**config.mk**
```make
export PLATFORM = sky130hd
export DESIGN_NAME = packet_sender
export DESIGN_NICKNAME = d
export VERILOG_FILES = /design/src/rtl/usb_pkg.sv /design/src/rtl/crc_serial.sv /design/src/rtl/packet_sender.sv
export SDC_FILE = /design/constraint.sdc
export NUM_CORES = 1
export LEC_CHECK = 0
export ABC_AREA = 1
export ABC_CLOCK_PERIOD_IN_PS = 2450
export CAP_MARGIN = 20
export CORE_ASPECT_RATIO = 0.5
export CORE_UTILIZATION = 30
export CTS_CLUSTER_DIAMETER = 80
export DETAILED_ROUTE_END_ITERATION = 8
export SLEW_MARGIN = 25
export SYNTH_ARGS = -nofsm -noshare
export SYNTH_HDL_FRONTEND = slang
export SYNTH_HIERARCHICAL = 1
export SYNTH_SLANG_ARGS = --single-unit
```
**constraint.sdc**
```tcl
create_clock -name clock -period 2.45 [get_ports clock]
set_input_delay 0.49 -clock clock [delete_from_list [all_inputs] [get_ports clock]]
set_output_delay 0.49 -clock clock [all_outputs]
set_load 0.01 [all_outputs]
```
**src/rtl/usb_pkg.sv**
```systemverilog
// usb_pkg: shared types and constants for the USB packet sender.
//   pid_t        4-bit packet identifiers used by the sender
//   snd_state_t  sender FSM states
//   SYNC_BYTE, CRC5/CRC16 polynomials and seeds, token field width
package usb_pkg;

    typedef enum logic [3:0] {
        PID_OUT   = 4'b0001,
        PID_IN    = 4'b1001,
        PID_DATA0 = 4'b0011,
        PID_ACK   = 4'b0010
    } pid_t;

    typedef enum logic [2:0] {
        S_IDLE,
        S_SYNC,
        S_PID,
        S_FIELD,
        S_CRC,
        S_DONE
    } snd_state_t;

    localparam logic [7:0]  SYNC_BYTE   = 8'b0000_0001;
    localparam int          CRC5_W      = 5;
    localparam logic [4:0]  CRC5_POLY   = 5'h05;
    localparam logic [4:0]  CRC5_INIT   = 5'h1F;
    localparam int          CRC16_W     = 16;
    localparam logic [15:0] CRC16_POLY  = 16'h8005;
    localparam logic [15:0] CRC16_INIT  = 16'hFFFF;
    localparam int          TOKEN_BITS  = 11;   // addr[6:0] + endp[3:0]

endpackage

```
**src/rtl/crc_serial.sv**
```systemverilog
// crc_serial: bit-serial CRC LFSR, one data bit per enabled cycle.
//   clock, reset  clock / async active-high reset (register cleared)
//   i_init        load INIT seed
//   i_en          absorb i_bit
//   i_bit         serial data bit, in wire order
//   o_crc         current residue
module crc_serial #(
    parameter int               WIDTH = 5,
    parameter logic [WIDTH-1:0] POLY  = '0,
    parameter logic [WIDTH-1:0] INIT  = '1
) (
    input  logic             clock,
    input  logic             reset,
    input  logic             i_init,
    input  logic             i_en,
    input  logic             i_bit,
    output logic [WIDTH-1:0] o_crc
);
    logic [WIDTH-1:0] r_crc;
    logic             w_fb;

    assign w_fb  = i_bit ^ r_crc[WIDTH-1];
    assign o_crc = r_crc;

    always_ff @(posedge clock or posedge reset) begin
        if (reset)       r_crc <= '0;
        else if (i_init) r_crc <= INIT;
        else if (i_en)   r_crc <= {r_crc[WIDTH-2:0], 1'b0} ^ (w_fb ? POLY : '0);
    end
endmodule

```
**src/rtl/packet_sender.sv**
```systemverilog
// packet_sender: serializes OUT/IN tokens, DATA0 and ACK packets into a bit
// stream (SYNC, PID, fields, CRC) with a valid/ready handshake per bit.
//   send_OUT/IN/DATA0/ACK  request pulses, honoured only when idle
//   addr, endp, data       packet contents, latched on acceptance
//   busy                   packet in progress
//   sent                   one-cycle pulse after the final bit is taken
//   out_bit/out_valid      serial bit and its qualifier
//   out_ready              downstream takes out_bit this cycle
//   out_last               marks the final bit of the packet
module packet_sender
    import usb_pkg::*;
#(
    parameter int DATA_BYTES = 8
) (
    input  logic                    clock,
    input  logic                    reset,
    input  logic                    send_OUT,
    input  logic                    send_IN,
    input  logic                    send_DATA0,
    input  logic                    send_ACK,
    input  logic [6:0]              addr,
    input  logic [3:0]              endp,
    input  logic [8*DATA_BYTES-1:0] data,
    output logic                    busy,
    output logic                    sent,
    output logic                    out_bit,
    output logic                    out_valid,
    input  logic                    out_ready,
    output logic                    out_last
);
    localparam int         DW         = 8 * DATA_BYTES;
    localparam int         SHW        = (DW > TOKEN_BITS) ? DW : TOKEN_BITS;
    localparam logic [6:0] FIELD_DATA = 7'(DW);

    snd_state_t     r_state;
    pid_t           r_pid;
    logic [6:0]     r_cnt;
    logic [SHW-1:0] r_shift;
    logic           r_busy, r_sent;

    logic           w_req, w_sel_token, w_is_token, w_adv, w_phase_end;
    pid_t           w_sel;
    logic [SHW-1:0] w_load;
    logic [3:0]     w_pid_bits;
    logic [7:0]     w_pid_byte;
    logic [6:0]     w_field_len, w_crc_len;
    logic [4:0]     w_crc5;
    logic [15:0]    w_crc16;
    logic [2:0]     w_idx5;
    logic [3:0]     w_idx16;

    // Request arbitration: ACK > DATA0 > OUT > IN
    assign w_req = send_ACK | send_DATA0 | send_OUT | send_IN;
    always_comb begin
        w_sel = PID_IN;
        if (send_ACK)        w_sel = PID_ACK;
        else if (send_DATA0) w_sel = PID_DATA0;
        else if (send_OUT)   w_sel = PID_OUT;
    end
    assign w_sel_token = (w_sel == PID_OUT) || (w_sel == PID_IN);

    always_comb begin
        w_load = '0;
        if (w_sel_token) w_load[TOKEN_BITS-1:0] = {endp, addr};
        else             w_load[DW-1:0]         = data;
    end

    assign w_is_token  = (r_pid == PID_OUT) || (r_pid == PID_IN);
    assign w_field_len = w_is_token ? 7'(TOKEN_BITS) : FIELD_DATA;
    assign w_crc_len   = w_is_token ? 7'(CRC5_W) : 7'(CRC16_W);
    assign w_pid_bits  = r_pid;
    assign w_pid_byte  = {~w_pid_bits, w_pid_bits};

    assign out_valid = (r_state == S_SYNC) || (r_state == S_PID) ||
                       (r_state == S_FIELD) || (r_state == S_CRC);
    assign w_adv     = out_valid && out_ready;

    always_comb begin
        w_phase_end = 1'b0;
        case (r_state)
            S_SYNC, S_PID: w_phase_end = (r_cnt == 7'd7);
            S_FIELD:       w_phase_end = (r_cnt == w_field_len - 7'd1);
            S_CRC:         w_phase_end = (r_cnt == w_crc_len - 7'd1);
            default:       w_phase_end = 1'b0;
        endcase
    end

    // CRC is sent complemented, MSB first, from the frozen residue
    assign w_idx5  = 3'd4 - r_cnt[2:0];
    assign w_idx16 = 4'd15 - r_cnt[3:0];

    always_comb begin
        out_bit = 1'b0;
        case (r_state)
            S_SYNC:  out_bit = SYNC_BYTE[r_cnt[2:0]];
            S_PID:   out_bit = w_pid_byte[r_cnt[2:0]];
            S_FIELD: out_bit = r_shift[0];
            S_CRC:   out_bit = w_is_token ? ~w_crc5[w_idx5] : ~w_crc16[w_idx16];
            default: out_bit = 1'b0;
        endcase
    end

    assign out_last = w_phase_end && ((r_state == S_CRC) ||
                      (r_state == S_PID && r_pid == PID_ACK));
    assign busy     = r_busy;
    assign sent     = r_sent;

    crc_serial #(.WIDTH(CRC5_W), .POLY(CRC5_POLY), .INIT(CRC5_INIT)) u_crc5 (
        .clock  (clock),
        .reset  (reset),
        .i_init (r_state == S_IDLE && w_req),
        .i_en   (r_state == S_FIELD && w_adv && w_is_token),
        .i_bit  (r_shift[0]),
        .o_crc  (w_crc5)
    );

    crc_serial #(.WIDTH(CRC16_W), .POLY(CRC16_POLY), .INIT(CRC16_INIT)) u_crc16 (
        .clock  (clock),
        .reset  (reset),
        .i_init (r_state == S_IDLE && w_req),
        .i_en   (r_state == S_FIELD && w_adv && !w_is_token),
        .i_bit  (r_shift[0]),
        .o_crc  (w_crc16)
    );

    always_ff @(posedge clock or posedge reset) begin
        if (reset) begin
            r_state <= S_IDLE;
            r_pid   <= PID_OUT;
            r_cnt   <= '0;
            r_shift <= '0;
            r_busy  <= 1'b0;
            r_sent  <= 1'b0;
        end else begin
            r_sent <= 1'b0;
            case (r_state)
                S_IDLE: if (w_req) begin
                    r_pid   <= w_sel;
                    r_shift <= w_load;
                    r_cnt   <= '0;
                    r_busy  <= 1'b1;
                    r_state <= S_SYNC;
                end
                S_SYNC: if (w_adv) begin
                    r_cnt <= w_phase_end ? 7'd0 : r_cnt + 7'd1;
                    if (w_phase_end) r_state <= S_PID;
                end
                S_PID: if (w_adv) begin
                    r_cnt <= w_phase_end ? 7'd0 : r_cnt + 7'd1;
                    if (w_phase_end) begin
                        if (r_pid == PID_ACK) begin
                            r_state <= S_DONE;
                            r_busy  <= 1'b0;
                            r_sent  <= 1'b1;
                        end else begin
                            r_state <= S_FIELD;
                        end
                    end
                end
                S_FIELD: if (w_adv) begin
                    r_shift <= r_shift >> 1;
                    r_cnt   <= w_phase_end ? 7'd0 : r_cnt + 7'd1;
                    if (w_phase_end) r_state <= S_CRC;
                end
                S_CRC: if (w_adv) begin
                    r_cnt <= w_phase_end ? 7'd0 : r_cnt + 7'd1;
                    if (w_phase_end) begin
                        r_state <= S_DONE;
                        r_busy  <= 1'b0;
                        r_sent  <= 1'b1;
                    end
                end
                default: r_state <= S_IDLE;   // S_DONE: sent pulse cycle
            endcase
        end
    end
endmodule

```
==> results.md <==
- Global routing finished with a remaining overflow of 0.
- The simple logic cell fraction of the synthesized area is 18.5%.
- After routing, the total negative slack on setup checks comes to 0 ps.
- After detailed routing, the total wire length is around 13 mm.
- The combinational family with the most area after synthesis is compound AO/OA/AOI/OAI gates.
- The yosys synthesis warning count is 6.
- The number of CTS-inserted buffers is 9.
- The final number of max-transition violations is 0.
- The number of nets in the synthesized netlist is ~700.
- The pin count of the biggest net entering global routing is 63.
- The share of synthesized flip-flops with an asynchronous set or reset is 100%.
- Clock-pin slew was measured on the worst setup and hold paths at approximately 70 ps.
- The post-synthesis average cell area is ~8.8 um^2.
- The first-pass GRT wire length is 22.5 mm.
- Headroom to the max-slew limit came out at between 60% and 70%.
- The largest total area in the synthesized netlist belongs to sky130_fd_sc_hd__dfrtp_1.
- The number of global-route vias before repair came to about 4.4k.
- The first routing iteration left approximately 240 violations.
- The via-per-instance ratio is roughly 5.
- For this run, the leading register cell type out of synthesis is sky130_fd_sc_hd__dfrtp_1.
- Summing the areas of all compound-gate instances in the mapped netlist gives 26.4% of the synthesized area.
- Data on the critical path arrives at its endpoint at ~1900 ps.
- Power comes to a little over 8000 uW.
- Cells with a size suffix above 1 make up 19.4% of the layout.
- The final hold violation count is 0.
- The multi-input logic area is around 2500 um^2.
- The final reports fail on DRC.
- For this design, the CTS-stage hold fixing added 0 buffers.
- After synthesis the cells add up to 5440 um^2.
- The filler cells instantiated in the layout total ~1.8k.
- The peak fanout along the critical path is 7.
- The fraction of synthesized area in multiplexers is 0%.
- The kind of capture point of the worst setup path is an output port.
- The maximum buffer depth of the clock tree is 2.
- The run finished, with violations left.
- The slew at the pin closest to its max-slew limit is around 600 ps.
- In this run the static leakage power is approximately 0.0029 uW.
- The library cell used most frequently in the layout, excluding fill and tap cells, is sky130_fd_sc_hd__nor2_1.
- The number of port buffers is 86.
- The type of the worst setup path is reg -> out.
- Between clock sinks in the finished design, the worst skew comes to 8.37 ps.
- The number of antenna violations at the first check in global routing is 1.
- After Yosys synthesis, full adders, half adders and majority gates account for less than 1% of the synthesized area.
- The die width is 193 um.
- The number of routed nets with antenna violations is 0.
- After synthesis, the netlist uses 40 different library cells.
- The classification of the worst-slack hold path is in -> async.
- The placeable core area is about 18000 um^2.
- The area of the die is approximately 19000 um^2.
- The die extent in y is approximately 97 um.
- The synthesized netlist devotes 0.644% of its cell area to XOR and XNOR gates.
- For this design the top-level I/O count stands at between 80 and 90.
- Across the run, the number of max-cap violations was 0.
- The top cell type by area accounts for ~46% of the synthesized area.
- STA classifies the critical path startpoint as a flop.
- For this run, the post-layout net count is 791.
- The final critical delay including setup and external delays is 2360 ps.
- In this run the clock root is driven by a sky130_fd_sc_hd__clkbuf_16.
- Setup repair after global routing could not meet its margin everywhere.
- The total inserted antenna cells is 0.
- The worst-case IR drop observed on VDD is about 0.58 mV.
- The post-detailed-route wirelength per cell is 14.0 um.
- Global routing consumed, over all layers together, approximately 15% of the routing resources.
- Yosys attributes the largest share of cell area to sky130_fd_sc_hd__dfrtp_1, sky130_fd_sc_hd__a22oi_1, sky130_fd_sc_hd__nor2_1.
- The flop and latch count out of synthesis is 100.
- The first TritonRoute pass finished after 7 iterations.
- Synthesis produced a netlist whose cell count is 617.
- The maximum clock frequency is ~420 MHz.
- Once detailed placement completed, the half-perimeter wirelength came to approximately 9.2 mm.
- The area growth from synthesis to layout is 28.8%.
- The CTS tree is built.
- The routed layout has 4600 vias.
- The initial utilization of the core area, before any placement, comes to 31.0%.
- The number of H-tree branching levels is 3.
- At the end of routability-driven placement, the weighted congestion stood at 0.811.
- The count of unresolved DRC violations after routing is 2.
- The worst endpoint required time is 1960 ps.
- Row generation in the floorplan step produced 34 rows.
- For this run, the register share of the synthesized area comes to 46.0%.
- In the layout the commonest cells are sky130_fd_sc_hd__nor2_1, sky130_fd_sc_hd__dfrtp_1, sky130_fd_sc_hd__clkdlybuf4s50_1, sky130_fd_sc_hd__nand2_1, sky130_fd_sc_hd__a22oi_1.
- The count of flip-flops with a built-in enable after synthesis is 0.
- Setup violations remaining at the end of the flow were counted as 0.
- Across the whole layout, storage elements account for around 2500 um^2.
- At the later pin of the worst-skew pair, clock insertion delay measures 350 ps.
- In the finished design, the share of the clock period the worst path needs comes to a little over nine tenths.
- The ratio of total power to cell area is 1160 nW/um^2.
- The clock sink count is 100.
[report_power, final]
group	leakage [uW]	internal (uW)	switching (uW)
registers	0.00110	2330	416
clock network	0.000161	935	668
logic	0.00166	1530	2230
[cells by family (layout without fill, tap and decap cells)]
group / after synthesis / after routing
simple gates: 224 / 224
buf+inv: 84 / 178
fa+ha+maj: 3 / 3
xor+xnor: 4 / 4
compound gates: 202 / 202
flops: 100 / 100
[flip-flops by register name, indices dropped and copies added (netlist names)]
name           flops
r_pid              3
sent               1
u_crc16/o_crc     16
u_crc5/o_crc       5
r_shift           64
r_state            3
r_cnt              7
busy               1
[Yosys cell counts, types with 2 or more instances]
library cell and count:
sky130_fd_sc_hd__nor2_1 101, sky130_fd_sc_hd__o211ai_1 5, sky130_fd_sc_hd__nor2_4 6, sky130_fd_sc_hd__a21oi_2 42, sky130_fd_sc_hd__nand2_2 6, sky130_fd_sc_hd__nor2_2 3
sky130_fd_sc_hd__buf_1 4, sky130_fd_sc_hd__ha_1 3, sky130_fd_sc_hd__nor3_1 3, sky130_fd_sc_hd__a31o_1 8, sky130_fd_sc_hd__o21ai_1 6, sky130_fd_sc_hd__a22oi_2 8
sky130_fd_sc_hd__nand2_1 69, sky130_fd_sc_hd__a31o_2 2, sky130_fd_sc_hd__buf_4 8, sky130_fd_sc_hd__a22oi_1 58, sky130_fd_sc_hd__inv_1 39, sky130_fd_sc_hd__o21ai_0 28
sky130_fd_sc_hd__nand3_1 24, sky130_fd_sc_hd__inv_2 5, sky130_fd_sc_hd__buf_2 7, sky130_fd_sc_hd__xor2_1 4, sky130_fd_sc_hd__buf_6 9, sky130_fd_sc_hd__a21oi_1 39
sky130_fd_sc_hd__clkbuf_1 11, sky130_fd_sc_hd__nand4_1 5, sky130_fd_sc_hd__nand3_2 2, sky130_fd_sc_hd__dfrtp_1 99, sky130_fd_sc_hd__nand2_4 2
[area by class of cell]
type,count,share of cell area [%]
multi-input combinational,433,36.3
sequential,100,35.7
timing repair buffer,117,16.5
tap,234,4.18
clock buffer,10,3.41
inverter,45,2.50
clock inverter,6,1.37
[routing by layer]
metal  global-route usage (%)  share of wire [%]  wire (um)
met1                     21.5                 49       6540
met2                     22.2                 46       6030
met3                     3.32                3.6        480
met4                     4.06                1.3        174
met5                        0              0.098         13
[stage by stage]
step                      utilization, %  hold WS (ps)  instance area (um^2)  setup slack [ps]  instances
after detailed placement            37.7           480                  6630             -24.4        926
after global routing                39.9           506                  7010             -35.3        945
after floorplan                        -           269                  5450               367        617
final                               39.9           471                  7010              86.6        945
after CTS                           39.7           473                  6970             -31.3        942
after global placement              37.7           477                  6630              7.96        926
[repair_timing]
action,in CTS,in global routing
endpoints found under the setup margin,13,6
resized for setup,9,8
buffers inserted,0,3
gates cloned,0,0
pin swaps,0,6
[path summary, 6_finish.rpt]
path	start	cells after the start	slack [ps]	endpoint
worst max-delay path	r_state[1]$_DFFE_PP0P_	5	90	out_valid
worst min-delay path	reset	2	470	u_crc5/o_crc[4]$_DFFE_PP0P_
worst max register to register	r_state[0]$_DFFE_PP0P_	9	270	u_crc16/o_crc[0]$_DFFE_PP0P_
worst min register to register	busy$_DFFE_PP0P_	2	490	busy$_DFFE_PP0P_
max in group asynchronous	reset	3	1290	r_pid[0]$_DFFE_PP1P_
min in group clock	busy$_DFFE_PP0P_	2	490	busy$_DFFE_PP0P_
[worst max-delay path, stage by stage, from the launching register on]
cell and delay [ps]:
sky130_fd_sc_hd__dfrtp_2 470, sky130_fd_sc_hd__nor2_4 150, sky130_fd_sc_hd__buf_4 130, sky130_fd_sc_hd__nand2_2 120, sky130_fd_sc_hd__nand2_2 110, sky130_fd_sc_hd__clkdlybuf4s50_1 540
(Power assumes the default switching activity.)
